### config.mk
export PLATFORM = sky130hd
export DESIGN_NAME = imem_loader_flat
export DESIGN_NICKNAME = d
export VERILOG_FILES = /design/src/rtl/imem_loader_if.sv /design/src/rtl/imem_loader.sv /design/src/flat_wrapper.sv
export SDC_FILE = /design/constraint.sdc
export NUM_CORES = 1
export LEC_CHECK = 0
export ABC_AREA = 1
export BUFFER_PORTS_ARGS = -buffer_cell sky130_fd_sc_hd__buf_2
export CAP_MARGIN = 30
export CELL_PAD_IN_SITES_DETAIL_PLACEMENT = 1
export CELL_PAD_IN_SITES_GLOBAL_PLACEMENT = 2
export CORE_MARGIN = 2
export CORE_UTILIZATION = 25
export CTS_CLUSTER_SIZE = 20
export DETAILED_ROUTE_END_ITERATION = 10
export GPL_TIMING_DRIVEN = 0
export PLACE_DENSITY = 0.63
export SLEW_MARGIN = 40
export SYNTH_ARGS = -nofsm -noshare
export SYNTH_HDL_FRONTEND = slang
export SYNTH_SLANG_ARGS = --single-unit
### constraint.sdc
create_clock -name clk -period 4.65 [get_ports clk]
set_input_delay 0.2325 -clock clk [delete_from_list [all_inputs] [get_ports clk]]
set_output_delay 0.2325 -clock clk [all_outputs]
set_load 0.1 [all_outputs]
### src/rtl/imem_loader_if.sv
// Bundle of the loader's byte-stream input, instruction-memory write port and status flags.
// The loader side is the master because it drives the memory write bus.
interface imem_loader_if #(
    parameter int ADDR_W = 8
);
    logic              start;
    logic              in_valid;
    logic [7:0]        in_data;
    logic              in_ready;
    logic              imem_we;
    logic [ADDR_W-1:0] imem_addr;
    logic [31:0]       imem_wdata;
    logic [ADDR_W:0]   words_loaded;
    logic              busy;
    logic              cpu_run;
    logic              err;

    modport master (
        input  start, in_valid, in_data,
        output in_ready, imem_we, imem_addr, imem_wdata, words_loaded, busy, cpu_run, err
    );

    modport slave (
        output start, in_valid, in_data,
        input  in_ready, imem_we, imem_addr, imem_wdata, words_loaded, busy, cpu_run, err
    );
endinterface

### src/rtl/imem_loader.sv
// Boot loader: takes a length-prefixed byte stream, writes little-endian words into instruction
// memory from address 0 and releases the core (cpu_run) only after the XOR checksum matches.
module imem_loader #(
    parameter int ADDR_W = 8
) (
    input  logic          clk,
    input  logic          rst_n,
    imem_loader_if.master bus
);
    localparam logic [2:0] S_IDLE   = 3'd0;
    localparam logic [2:0] S_LEN_LO = 3'd1;
    localparam logic [2:0] S_LEN_HI = 3'd2;
    localparam logic [2:0] S_DATA   = 3'd3;
    localparam logic [2:0] S_CSUM   = 3'd4;
    localparam logic [2:0] S_RUN    = 3'd5;
    localparam logic [2:0] S_ERR    = 3'd6;

    localparam logic [16:0] CAPACITY = 17'd1 << ADDR_W;

    logic [2:0]        state_q, state_d;
    logic [7:0]        lenLo_q, lenLo_d;
    logic [ADDR_W:0]   nWords_q, nWords_d;
    logic [1:0]        lane_q, lane_d;
    logic [23:0]       partial_q, partial_d;
    logic [7:0]        xor_q, xor_d;
    logic [ADDR_W:0]   count_q, count_d;
    logic              we_q, we_d;
    logic [ADDR_W-1:0] addr_q, addr_d;
    logic [31:0]       wdata_q, wdata_d;

    logic            busy;
    logic            xfer;
    logic [16:0]     lenFull;
    logic [ADDR_W:0] countInc;

    assign busy     = (state_q == S_LEN_LO) || (state_q == S_LEN_HI) ||
                      (state_q == S_DATA)   || (state_q == S_CSUM);
    assign xfer     = busy && bus.in_valid;
    assign lenFull  = {1'b0, bus.in_data, lenLo_q};
    assign countInc = count_q + {{ADDR_W{1'b0}}, 1'b1};

    always_comb begin
        state_d   = state_q;
        lenLo_d   = lenLo_q;
        nWords_d  = nWords_q;
        lane_d    = lane_q;
        partial_d = partial_q;
        xor_d     = xor_q;
        count_d   = count_q;
        we_d      = 1'b0;
        addr_d    = addr_q;
        wdata_d   = wdata_q;
        case (state_q)
            S_IDLE, S_RUN, S_ERR: begin
                if (bus.start) begin
                    state_d = S_LEN_LO;
                    count_d = '0;
                    lane_d  = '0;
                    xor_d   = '0;
                end
            end
            S_LEN_LO: begin
                if (xfer) begin
                    lenLo_d = bus.in_data;
                    state_d = S_LEN_HI;
                end
            end
            S_LEN_HI: begin
                if (xfer) begin
                    if (lenFull != 17'd0 && lenFull <= CAPACITY) begin
                        nWords_d = lenFull[ADDR_W:0];
                        state_d  = S_DATA;
                    end else begin
                        state_d = S_ERR;
                    end
                end
            end
            S_DATA: begin
                if (xfer) begin
                    xor_d  = xor_q ^ bus.in_data;
                    lane_d = lane_q + 2'd1;
                    if (lane_q != 2'd3) begin
                        partial_d[{lane_q, 3'b000} +: 8] = bus.in_data;
                    end else begin
                        // Lane 3 completes the word: write it at the pre-increment count.
                        we_d    = 1'b1;
                        addr_d  = count_q[ADDR_W-1:0];
                        wdata_d = {bus.in_data, partial_q};
                        count_d = countInc;
                        if (countInc == nWords_q) begin
                            state_d = S_CSUM;
                        end
                    end
                end
            end
            S_CSUM: begin
                if (xfer) begin
                    state_d = (bus.in_data == xor_q) ? S_RUN : S_ERR;
                end
            end
            default: state_d = S_IDLE;
        endcase
    end

    always_ff @(posedge clk or negedge rst_n) begin
        if (!rst_n) begin
            state_q   <= S_IDLE;
            lenLo_q   <= '0;
            nWords_q  <= '0;
            lane_q    <= '0;
            partial_q <= '0;
            xor_q     <= '0;
            count_q   <= '0;
            we_q      <= 1'b0;
            addr_q    <= '0;
            wdata_q   <= '0;
        end else begin
            state_q   <= state_d;
            lenLo_q   <= lenLo_d;
            nWords_q  <= nWords_d;
            lane_q    <= lane_d;
            partial_q <= partial_d;
            xor_q     <= xor_d;
            count_q   <= count_d;
            we_q      <= we_d;
            addr_q    <= addr_d;
            wdata_q   <= wdata_d;
        end
    end

    assign bus.in_ready     = busy;
    assign bus.busy         = busy;
    assign bus.cpu_run      = (state_q == S_RUN);
    assign bus.err          = (state_q == S_ERR);
    assign bus.imem_we      = we_q;
    assign bus.imem_addr    = addr_q;
    assign bus.imem_wdata   = wdata_q;
    assign bus.words_loaded = count_q;
endmodule

### src/flat_wrapper.sv
// flat-port wrapper written by rule: the top's interface ports become plain ports
module imem_loader_flat 
#(
    parameter int ADDR_W = 8
)
  (clk, rst_n, bus_start, bus_in_valid, bus_in_data, bus_in_ready, bus_imem_we, bus_imem_addr, bus_imem_wdata, bus_words_loaded, bus_busy, bus_cpu_run, bus_err);
  imem_loader_if #(.ADDR_W(ADDR_W)) bus_i ();
  input  logic clk;
  input  logic rst_n;
  input wire logic [$bits(bus_i.start)-1:0] bus_start;
  input wire logic [$bits(bus_i.in_valid)-1:0] bus_in_valid;
  input wire logic [$bits(bus_i.in_data)-1:0] bus_in_data;
  output wire logic [$bits(bus_i.in_ready)-1:0] bus_in_ready;
  output wire logic [$bits(bus_i.imem_we)-1:0] bus_imem_we;
  output wire logic [$bits(bus_i.imem_addr)-1:0] bus_imem_addr;
  output wire logic [$bits(bus_i.imem_wdata)-1:0] bus_imem_wdata;
  output wire logic [$bits(bus_i.words_loaded)-1:0] bus_words_loaded;
  output wire logic [$bits(bus_i.busy)-1:0] bus_busy;
  output wire logic [$bits(bus_i.cpu_run)-1:0] bus_cpu_run;
  output wire logic [$bits(bus_i.err)-1:0] bus_err;
  assign bus_i.start = bus_start;
  assign bus_i.in_valid = bus_in_valid;
  assign bus_i.in_data = bus_in_data;
  assign bus_in_ready = bus_i.in_ready;
  assign bus_imem_we = bus_i.imem_we;
  assign bus_imem_addr = bus_i.imem_addr;
  assign bus_imem_wdata = bus_i.imem_wdata;
  assign bus_words_loaded = bus_i.words_loaded;
  assign bus_busy = bus_i.busy;
  assign bus_cpu_run = bus_i.cpu_run;
  assign bus_err = bus_i.err;
  imem_loader #(.ADDR_W(ADDR_W)) u_core (.clk(clk), .rst_n(rst_n), .bus(bus_i));
endmodule
==> results of run 1 <==
-- worst max-delay path, cell delays in order, from the launching register on --
cell and delay, ps:
sky130_fd_sc_hd__dfrtp_1 570, sky130_fd_sc_hd__ha_1 300, sky130_fd_sc_hd__nand2_1 120, sky130_fd_sc_hd__nor2_1 220, sky130_fd_sc_hd__nand2_1 90, sky130_fd_sc_hd__nand2_1 80, sky130_fd_sc_hd__nand2_1 70, sky130_fd_sc_hd__nand2_1 60
sky130_fd_sc_hd__nand3_1 70, sky130_fd_sc_hd__nor2_1 90, sky130_fd_sc_hd__nand2_1 100, sky130_fd_sc_hd__nand2_2 100, sky130_fd_sc_hd__nand2_1 100, sky130_fd_sc_hd__nand2_1 80, sky130_fd_sc_hd__nand2_1 50
-- cell usage after synthesis, types with 3 or more instances --
library cell	n	share of area
sky130_fd_sc_hd__xnor2_1	4	0.0073
sky130_fd_sc_hd__o21ai_1	10	0.010
sky130_fd_sc_hd__ha_1	6	0.016
sky130_fd_sc_hd__nor2_8	5	0.021
sky130_fd_sc_hd__dfrtp_1	104	0.54
sky130_fd_sc_hd__inv_1	68	0.053
sky130_fd_sc_hd__o21ai_0	77	0.080
sky130_fd_sc_hd__nand2_1	127	0.099
sky130_fd_sc_hd__clkbuf_1	7	0.0055
sky130_fd_sc_hd__nand2_2	3	0.0039
sky130_fd_sc_hd__o31ai_1	4	0.0062
sky130_fd_sc_hd__nand4_1	21	0.027
sky130_fd_sc_hd__nor2_1	21	0.016
sky130_fd_sc_hd__o22ai_1	8	0.010
sky130_fd_sc_hd__buf_6	7	0.016
sky130_fd_sc_hd__xor2_1	4	0.0073
sky130_fd_sc_hd__inv_2	3	0.0023
sky130_fd_sc_hd__nand3_1	39	0.041
-- cells by family (layout without fill, tap and decap cells) --
logic type      count (synthesis)  in the layout  synth area share
simple gates                  227            227             0.233
flops                         104            104             0.541
compound gates                102            102             0.113
buf+inv                        90            173            0.0832
xor+xnor                        8              8            0.0146
fa+ha+maj                       6              6            0.0156
-- per-stage QoR --
stage / cells / power, mW / setup slack [ps] / utilization
detailed placement: 837 / 2.29 / 2400 / 0.291
CTS: 854 / 3.09 / 2370 / 0.308
global route: 854 / 3.24 / 2150 / 0.308
floorplan: 537 / 2.02 / 2220 / -
global placement: 836 / 2.25 / 2090 / 0.289
finish: 854 / 3.04 / 2450 / 0.308
-- cells in the final DEF, fill, tap and decap left out, types with 3 or more instances in the layout --
cell,n
sky130_fd_sc_hd__buf_2,66
sky130_fd_sc_hd__buf_6,7
sky130_fd_sc_hd__clkbuf_1,8
sky130_fd_sc_hd__clkbuf_16,9
sky130_fd_sc_hd__clkinvlp_4,3
sky130_fd_sc_hd__dfrtp_1,104
sky130_fd_sc_hd__ha_1,6
sky130_fd_sc_hd__inv_1,68
sky130_fd_sc_hd__inv_2,3
sky130_fd_sc_hd__nand2_1,127
sky130_fd_sc_hd__nand2_2,3
sky130_fd_sc_hd__nand3_1,39
sky130_fd_sc_hd__nand4_1,21
sky130_fd_sc_hd__nor2_1,21
sky130_fd_sc_hd__nor2_8,5
sky130_fd_sc_hd__o21ai_0,77
sky130_fd_sc_hd__o21ai_1,10
sky130_fd_sc_hd__o22ai_1,8
sky130_fd_sc_hd__o31ai_1,4
sky130_fd_sc_hd__xnor2_1,4
sky130_fd_sc_hd__xor2_1,4
-- what timing repair did --
item                                    CTS  global route
hold buffers                              1             0
gates resized for setup                   0             0
endpoints found under the hold margin    37             0
endpoints found under the setup margin    0             0
setup buffers                             0             0
-- path summary, 6_finish.rpt --
| path | start | endpoint | slack [ps] | depth (start not counted) |
|---|---|---|---|---|
| worst max-delay path | u_core.bus.words_loaded[0]$_DFFE_PN0P_ | u_core.state_q[1]$_DFFE_PN0P_ | 2450 | 14 |
| worst min-delay path | bus_in_data[4] | u_core.partial_q[20]$_DFFE_PN0P_ | 260 | 3 |
| worst max register to register | u_core.bus.words_loaded[0]$_DFFE_PN0P_ | u_core.state_q[1]$_DFFE_PN0P_ | 2450 | 14 |
| worst min register to register | u_core.bus.imem_addr[5]$_DFFE_PN0P_ | u_core.bus.imem_addr[5]$_DFFE_PN0P_ | 480 | 2 |
| max in group asynchronous | rst_n | u_core.lenLo_q[0]$_DFFE_PN0P_ | 3660 | 3 |
| min in group asynchronous | rst_n | u_core.bus.imem_wdata[5]$_DFFE_PN0P_ | 350 | 2 |
-- per-layer routing --
layer	wire (um)	track usage
met1	6600	0.192
met2	6460	0.240
met3	465	0.0325
met4	248	0.0490
met5	0	0
-- layout make-up --
type | count | area [um2] | area share
plain buffers | 18 | 128 | 0.0221
clock buffers | 10 | 229 | 0.0396
clock inverters | 6 | 68.8 | 0.0119
inverters | 72 | 273 | 0.0472
multi-input cells | 343 | 1810 | 0.313
flip-flops and latches | 104 | 2600 | 0.451
well taps | 234 | 293 | 0.0507
repair buffers | 67 | 373 | 0.0645
-- state kept, by name (all words and copies together), names as in the netlist --
name and cells:
u_core.bus.imem_wdata 32, u_core.partial_q 24, u_core.bus.words_loaded 9, u_core.nWords_q 9, u_core.bus.imem_addr 8, u_core.lenLo_q 8, u_core.xor_q 8, u_core.state_q 3
u_core.lane_q 2, u_core.bus.imem_we 1
-- report_power, final --
group / switching (mW) / internal [mW]
logic: 0.835 / 0.245
registers: 0.0936 / 1.08
clock network: 0.360 / 0.421
total: 1.29 / 1.75
==> results.md, run 1 <==
Run status:
- The flow ran to the end, and the final reports show no timing, DRC or antenna violations.

Clock network:
- The number of sinks handled by clock tree synthesis is 104.
- Counting along the longest clock path gives a buffer depth of 2.
- The clock tree from TritonCTS is yes.
- Counting the buffers created by CTS gives 9.
- The library cell used as clock root buffer is sky130_fd_sc_hd__clkbuf_16.
- The count of H-tree levels built during CTS is 3.
- The clock insertion delay at the later pin of the skew report is 350 ps.
- The clock-pin slew of the registers on the worst-case setup and hold paths is 70 ps.

Global route:
- In the global route stage, overall resource usage came out at 0.147.
- The via count of the first global-routing pass is 4,318.
- The first global-routing pass estimated 23,000 um of wire.
- The largest net degree at the start of global routing is 68.
- The number of antenna violations at the first check in global routing is 0.
- Global routing finished with a remaining overflow of 0.

Synth:
- The average size of a mapped cell is 8.96 um2.
- The number of distinct standard cells referenced by the synthesized netlist is 34.
- The synthesized design contains 104 register bits.
- The sequential-to-total area share from yosys stat is 0.541.
- The prevailing post-synth register cell is sky130_fd_sc_hd__dfrtp_1.
- The instance count of the mapped netlist is 537.
- The warning count from the yosys run is 0.
- The number of nets in the synthesized netlist is 555.
- In this run, synthesis inferred 0 flip-flops with an integrated enable.
- After synthesis the cells add up to 4810 um2.
- The share of async-settable or async-resettable flops after synthesis is 1.00.

Finish:
- The number of fill cells in the layout is 2,238.
- The ratio of cells with drive above 1 in the final layout is 0.182.
- Relative to the synthesized area, the layout overhead comes to 20.0%.
- The repair_antennas step left the layout with diodes totalling 0.
- Once layout is done, the placed cells without fillers occupy 5780 um2.
- The post-layout net count is 633.

Timing:
- The tightest hold margin is 256 ps.
- The number of max-slew violations in the final report is 0.
- Setup repair after global routing left no endpoint under its margin.
- On the final layout, the worst clock skew is 6.61 ps.
- In this run the tightest slew margin relative to its limit is 0.610.
- The aggregate negative setup slack is 0 ps.
- Setup violations remaining at the end of the flow were counted as 0.
- Static timing analysis puts the maximum clock frequency at 455 MHz.
- The final-report hold violation count is 0.
- After layout, the minimum clock period comes to 2200 ps.
- The final critical-path share of the clock period is 0.473.
- At the pin with the least slew margin, the transition time is 582 ps.

Floorplan:
- The width of the chip is 143 um.
- The initial utilization of the core area, before any placement, comes to 0.256.
- In this run the count of I/O pins placed on the die edge is 66.
- The area of the core is 18,800 um2.
- The floorplan step defined a die boundary enclosing 20,400 um2.
- The standard-cell row count is 50.
- The height of the die is 143 um.

Setup path:
- For the worst setup path, the data required time is 4900 ps.
- The data arrival at the endpoint of the critical path is 2450 ps.
- The kind of capture point of the worst setup path is a register.
- The path type of the worst setup path is reg -> reg.
- The element type at the critical path start is a register.
- The biggest fanout along the worst timing path is 9.

Placement:
- The congestion estimate from routability-driven global placement came to 0.749.
- In this run the tool buffered the top-level ports with 65 buffer cells.
- The wire-length estimate of the detail-placed layout is 10,400 um.
- Once placement finished, the instance area stood at 5470 um2.

Power:
- The total power divided by cell area is 526 nW/um2.
- Summed over all cells, the static leakage comes to 2.94 nW.
- The maximum VDD drop is 286 uV.

Drt:
- The routed wire length is 13,800 um.
- In this run the remaining antenna-violating nets after routing total 0.
- The routed via count divided by cell count is 4.57.
- Dividing the detail-routed wire length by the instance count gives 16.1 um.
- The iteration-0 DRC count of the detailed router is 137.
- Detailed routing inserted a total of 3,906 vias.
- The residual DRC count is 0.
- The first detailed-routing pass took 4 iterations.

Hold path:
- The kind of path behind the tightest hold check is in -> reg.

Flow run:
- The tool flagged a number of max-cap violations equal to 0.
Note: power is estimated with default switching activity, not from simulation.
==> run 2: changes to the inputs <==
clock period = 2.1 ns   (was 4.65 ns; I/O delays follow)
==> run 2 against run 1 <==
Clock skew is 3.8 ps higher; sequential share of layout area is 0.22 points lower; total power rose by 120%; fmax up 16%; setup slack worse by 2200 ps; die area unchanged; clock-buffer cell count is the same.
==> results.md, run 2 (synthesis gave the netlist of run 1 again) <==
Run status:
- The flow ran to the end, and the final reports show no timing, DRC or antenna violations.

Flow run:
- The tool flagged a number of max-cap violations equal to 0.

Clock network:
- Counting along the longest clock path gives a buffer depth of 2.
- The total clock buffers created by CTS is 9.
- The root buffer cell chosen for the clock tree is sky130_fd_sc_hd__clkbuf_16.
- CTS built an H-tree with a depth of 3.
- The number of sinks handled by clock tree synthesis is 104.
- The clock-pin slew of the registers on the worst-case setup and hold paths is 70 ps.
- The clock insertion delay at the later pin of the skew report is 350 ps.
- The clock tree from TritonCTS is yes.

Setup path:
- By startpoint and endpoint, the worst setup path is classified as reg -> reg.
- The biggest fanout along the worst timing path is 10.
- The slowest library cell on the worst path is sky130_fd_sc_hd__dfrtp_2.
- The kind of capture point of the worst setup path is a register.
- The element type at the critical path start is a register.
- The required time of the critical path is 2310 ps.
- Walking the worst path, the cells encountered are ha_2 > nand2_2 > nor2_8 > inv_2 > clkbuf_1 > o21ai_0.
- The startpoint identified for the worst register-to-register timing path is u_core.lane_q[0]$_DFFE_PN0P_.
- The data arrival at the endpoint of the critical path is 2110 ps.
- The launch point of the critical path is u_core.lane_q[0]$_DFFE_PN0P_.
- On the worst path, the slowest cell contributes a delay of 470 ps.
- The critical path runs through a total of 6 cells.
- The cell count of the worst reg-to-reg path is 6.
- The kind of cell adding the most delay to the critical path is buffers and inverters.
- The number of buffers and inverters on the critical path is 2.

Finish:
- The flip-flop count of the largest register, all copies and words added is 32.
- The final cell count without fillers is 855.
- The library cells used most frequently in the layout, excluding fill and tap cells, are sky130_fd_sc_hd__nand2_1 (125), sky130_fd_sc_hd__dfrtp_1 (99), sky130_fd_sc_hd__o21ai_0 (75).
- The post-layout net count is 634.
- The ratio of cells with drive above 1 in the final layout is 0.200.
- The repair_antennas step left the layout with diodes totalling 0.
- The library cell used most frequently in the layout, excluding fill and tap cells, is sky130_fd_sc_hd__nand2_1.
- The layout overhead on the synthesized area is 20.9%.

Power:
- Power spread over the standard cell area amounts to 1160 nW/um2.
- The worst-case IR drop observed on VDD is 491 uV.
- The internal cell power is 3.91 mW.
- The proportion of power drawn by combinational gates is 0.355.
- For this design the static power due to leakage is 2.95 nW.
- Of the total power, the share spent switching nets is 0.421.
- Summed over all nets, the switching power comes to 2.84 mW.
- The part of the total power dissipated in sequential elements is 0.386.
- The part of the total power dissipated in the clock network is 0.259.

Drt:
- The first detailed-routing pass ran for 4 iterations.
- The routed design has 13,800 um of wire.
- Once detail routing completed, the nets flagged for antenna violations numbered 0.
- The routed via count is 3,912.
- The routed via count divided by cell count is 4.58.
- The iteration-0 DRC count of the detailed router is 210.
- The average wire per standard cell is 16.1 um.
- The residual DRC count is 0.

Floorplan:
- The standard-cell row count is 50.
- During I/O placement, the number of pins put on the boundary was 66.
- The area of the die is 20,400 um2.
- The width of the chip is 143 um.
- Measured along the y axis, the die boundary spans 143 um.
- For this configuration, the core starts out at a cell density of 0.256.
- The area of the core is 18,800 um2.

Timing:
- The maximum clock skew at final layout is 10.4 ps.
- The highest clock frequency the design can meet is 528 MHz.
- The final critical-path share of the clock period is 0.902.
- The worst path setup slack after routing is 207 ps.
- The final-report hold violation count is 0.
- The minimum clock period after layout is 1890 ps.
- At the pin with the least slew margin, the transition time is 603 ps.
- Final hold analysis gives a worst-case slack of 121 ps.
- The number of failing setup endpoints in the final timing report is 0.
- The number of max-slew violations in the final report is 0.
- Setup repair after global routing left no endpoint under its margin.
- The worst slew margin relative to its limit is 0.596.

Placement:
- The congestion estimate from routability-driven global placement came to 0.735.
- Before CTS, the worst setup slack after placement is -28.8 ps.
- The HPWL after detailed placement is 10,200 um.
- The quantity of I/O buffers inserted on ports is 65.
- In this run, placement finished with an instance count of 837.

Global route:
- The largest net degree at the start of global routing is 68.
- The number of antenna violations at the first check in global routing was 0.
- In the global route stage, overall resource usage came out at 0.144.
- The final global-route overflow total is 0.
- The via count of the first global-routing pass was 4,191.
- The first global-routing pass estimated 22,600 um of wire.

Hold path:
- The kind of path behind the tightest hold check is in -> reg.
- The count of cells along the worst hold path is 3.
- The startpoint of the worst hold path is bus_in_data[3].
-- run 2: path summary, 6_finish.rpt --
path | endpoint | slack, ps
max reg2reg | u_core.bus.imem_wdata[20]$_DFFE_PN0P_ | 210
min in group asynchronous | u_core.bus.imem_wdata[6]$_DFFE_PN0P_ | 220
min | u_core.partial_q[19]$_DFFE_PN0P_ | 120
max in group asynchronous | u_core.lane_q[0]$_DFFE_PN0P_ | 1230
max | u_core.bus.imem_wdata[20]$_DFFE_PN0P_ | 210
min reg2reg | u_core.bus.imem_addr[6]$_DFFE_PN0P_ | 480
-- run 2: routing by layer --
layer  track usage  wire length (um)
met5             0                 0
met4        0.0396               191
met3        0.0305               465
met2         0.235              6430
met1         0.194              6710
-- run 2: final cells by class --
type                            instances  area (um2)
Clock buffer                           10         239
Sequential cell                       104        2610
Inverter                               72         273
Timing Repair Buffer                   68         380
Buffer                                 18         128
Clock inverter                          6        66.3
Fill cell                            2240       12900
Multi-Input combinational cell        343        1830
Tap cell                              234         293
-- run 2: what timing repair did --
| action | CTS | global route |
|---|---|---|
| pin swaps | 0 | 0 |
| gates cloned | 0 | 0 |
| hold endpoints to repair | 37 | 0 |
| endpoints found under the setup margin | 12 | 25 |
| setup buffers | 1 | 0 |
| resized for setup | 1 | 8 |
| hold buffers | 1 | 0 |
-- run 2: tightest hold or removal path: cells and delay by family --
kind                   cells  cell delay (ps)
AOI/OAI and AO/OA          1               70
and+or+nand+nor            1              100
buffers and inverters      1              160
-- run 2: power groups by stage --
| stage | clock network, mW | logic (mW) | registers, mW |
|---|---|---|---|
| CTS | 1.82 | 2.43 | 2.61 |
| floorplan | 0 | 1.39 | 3.08 |
| finish | 1.75 | 2.40 | 2.61 |
| global route | 1.89 | 2.63 | 2.66 |
| detailed placement | 0 | 2.42 | 2.65 |
| global placement | 0 | 2.36 | 2.63 |
-- run 2: stage by stage --
| step | TNS (ps) | utilization | area, um2 | power [mW] |
|---|---|---|---|---|
| 3_5_place_dp | -125 | 0.292 | 5470 | 5.07 |
| 4_1_cts | 0 | 0.309 | 5800 | 6.86 |
| 5_1_grt | 0 | 0.310 | 5820 | 7.18 |
| 3_3_place_gp | -34790 | 0.290 | 5440 | 4.99 |
| 2_1_floorplan | 0 | - | 4820 | 4.48 |
| 6_report | 0 | 0.310 | 5820 | 6.75 |
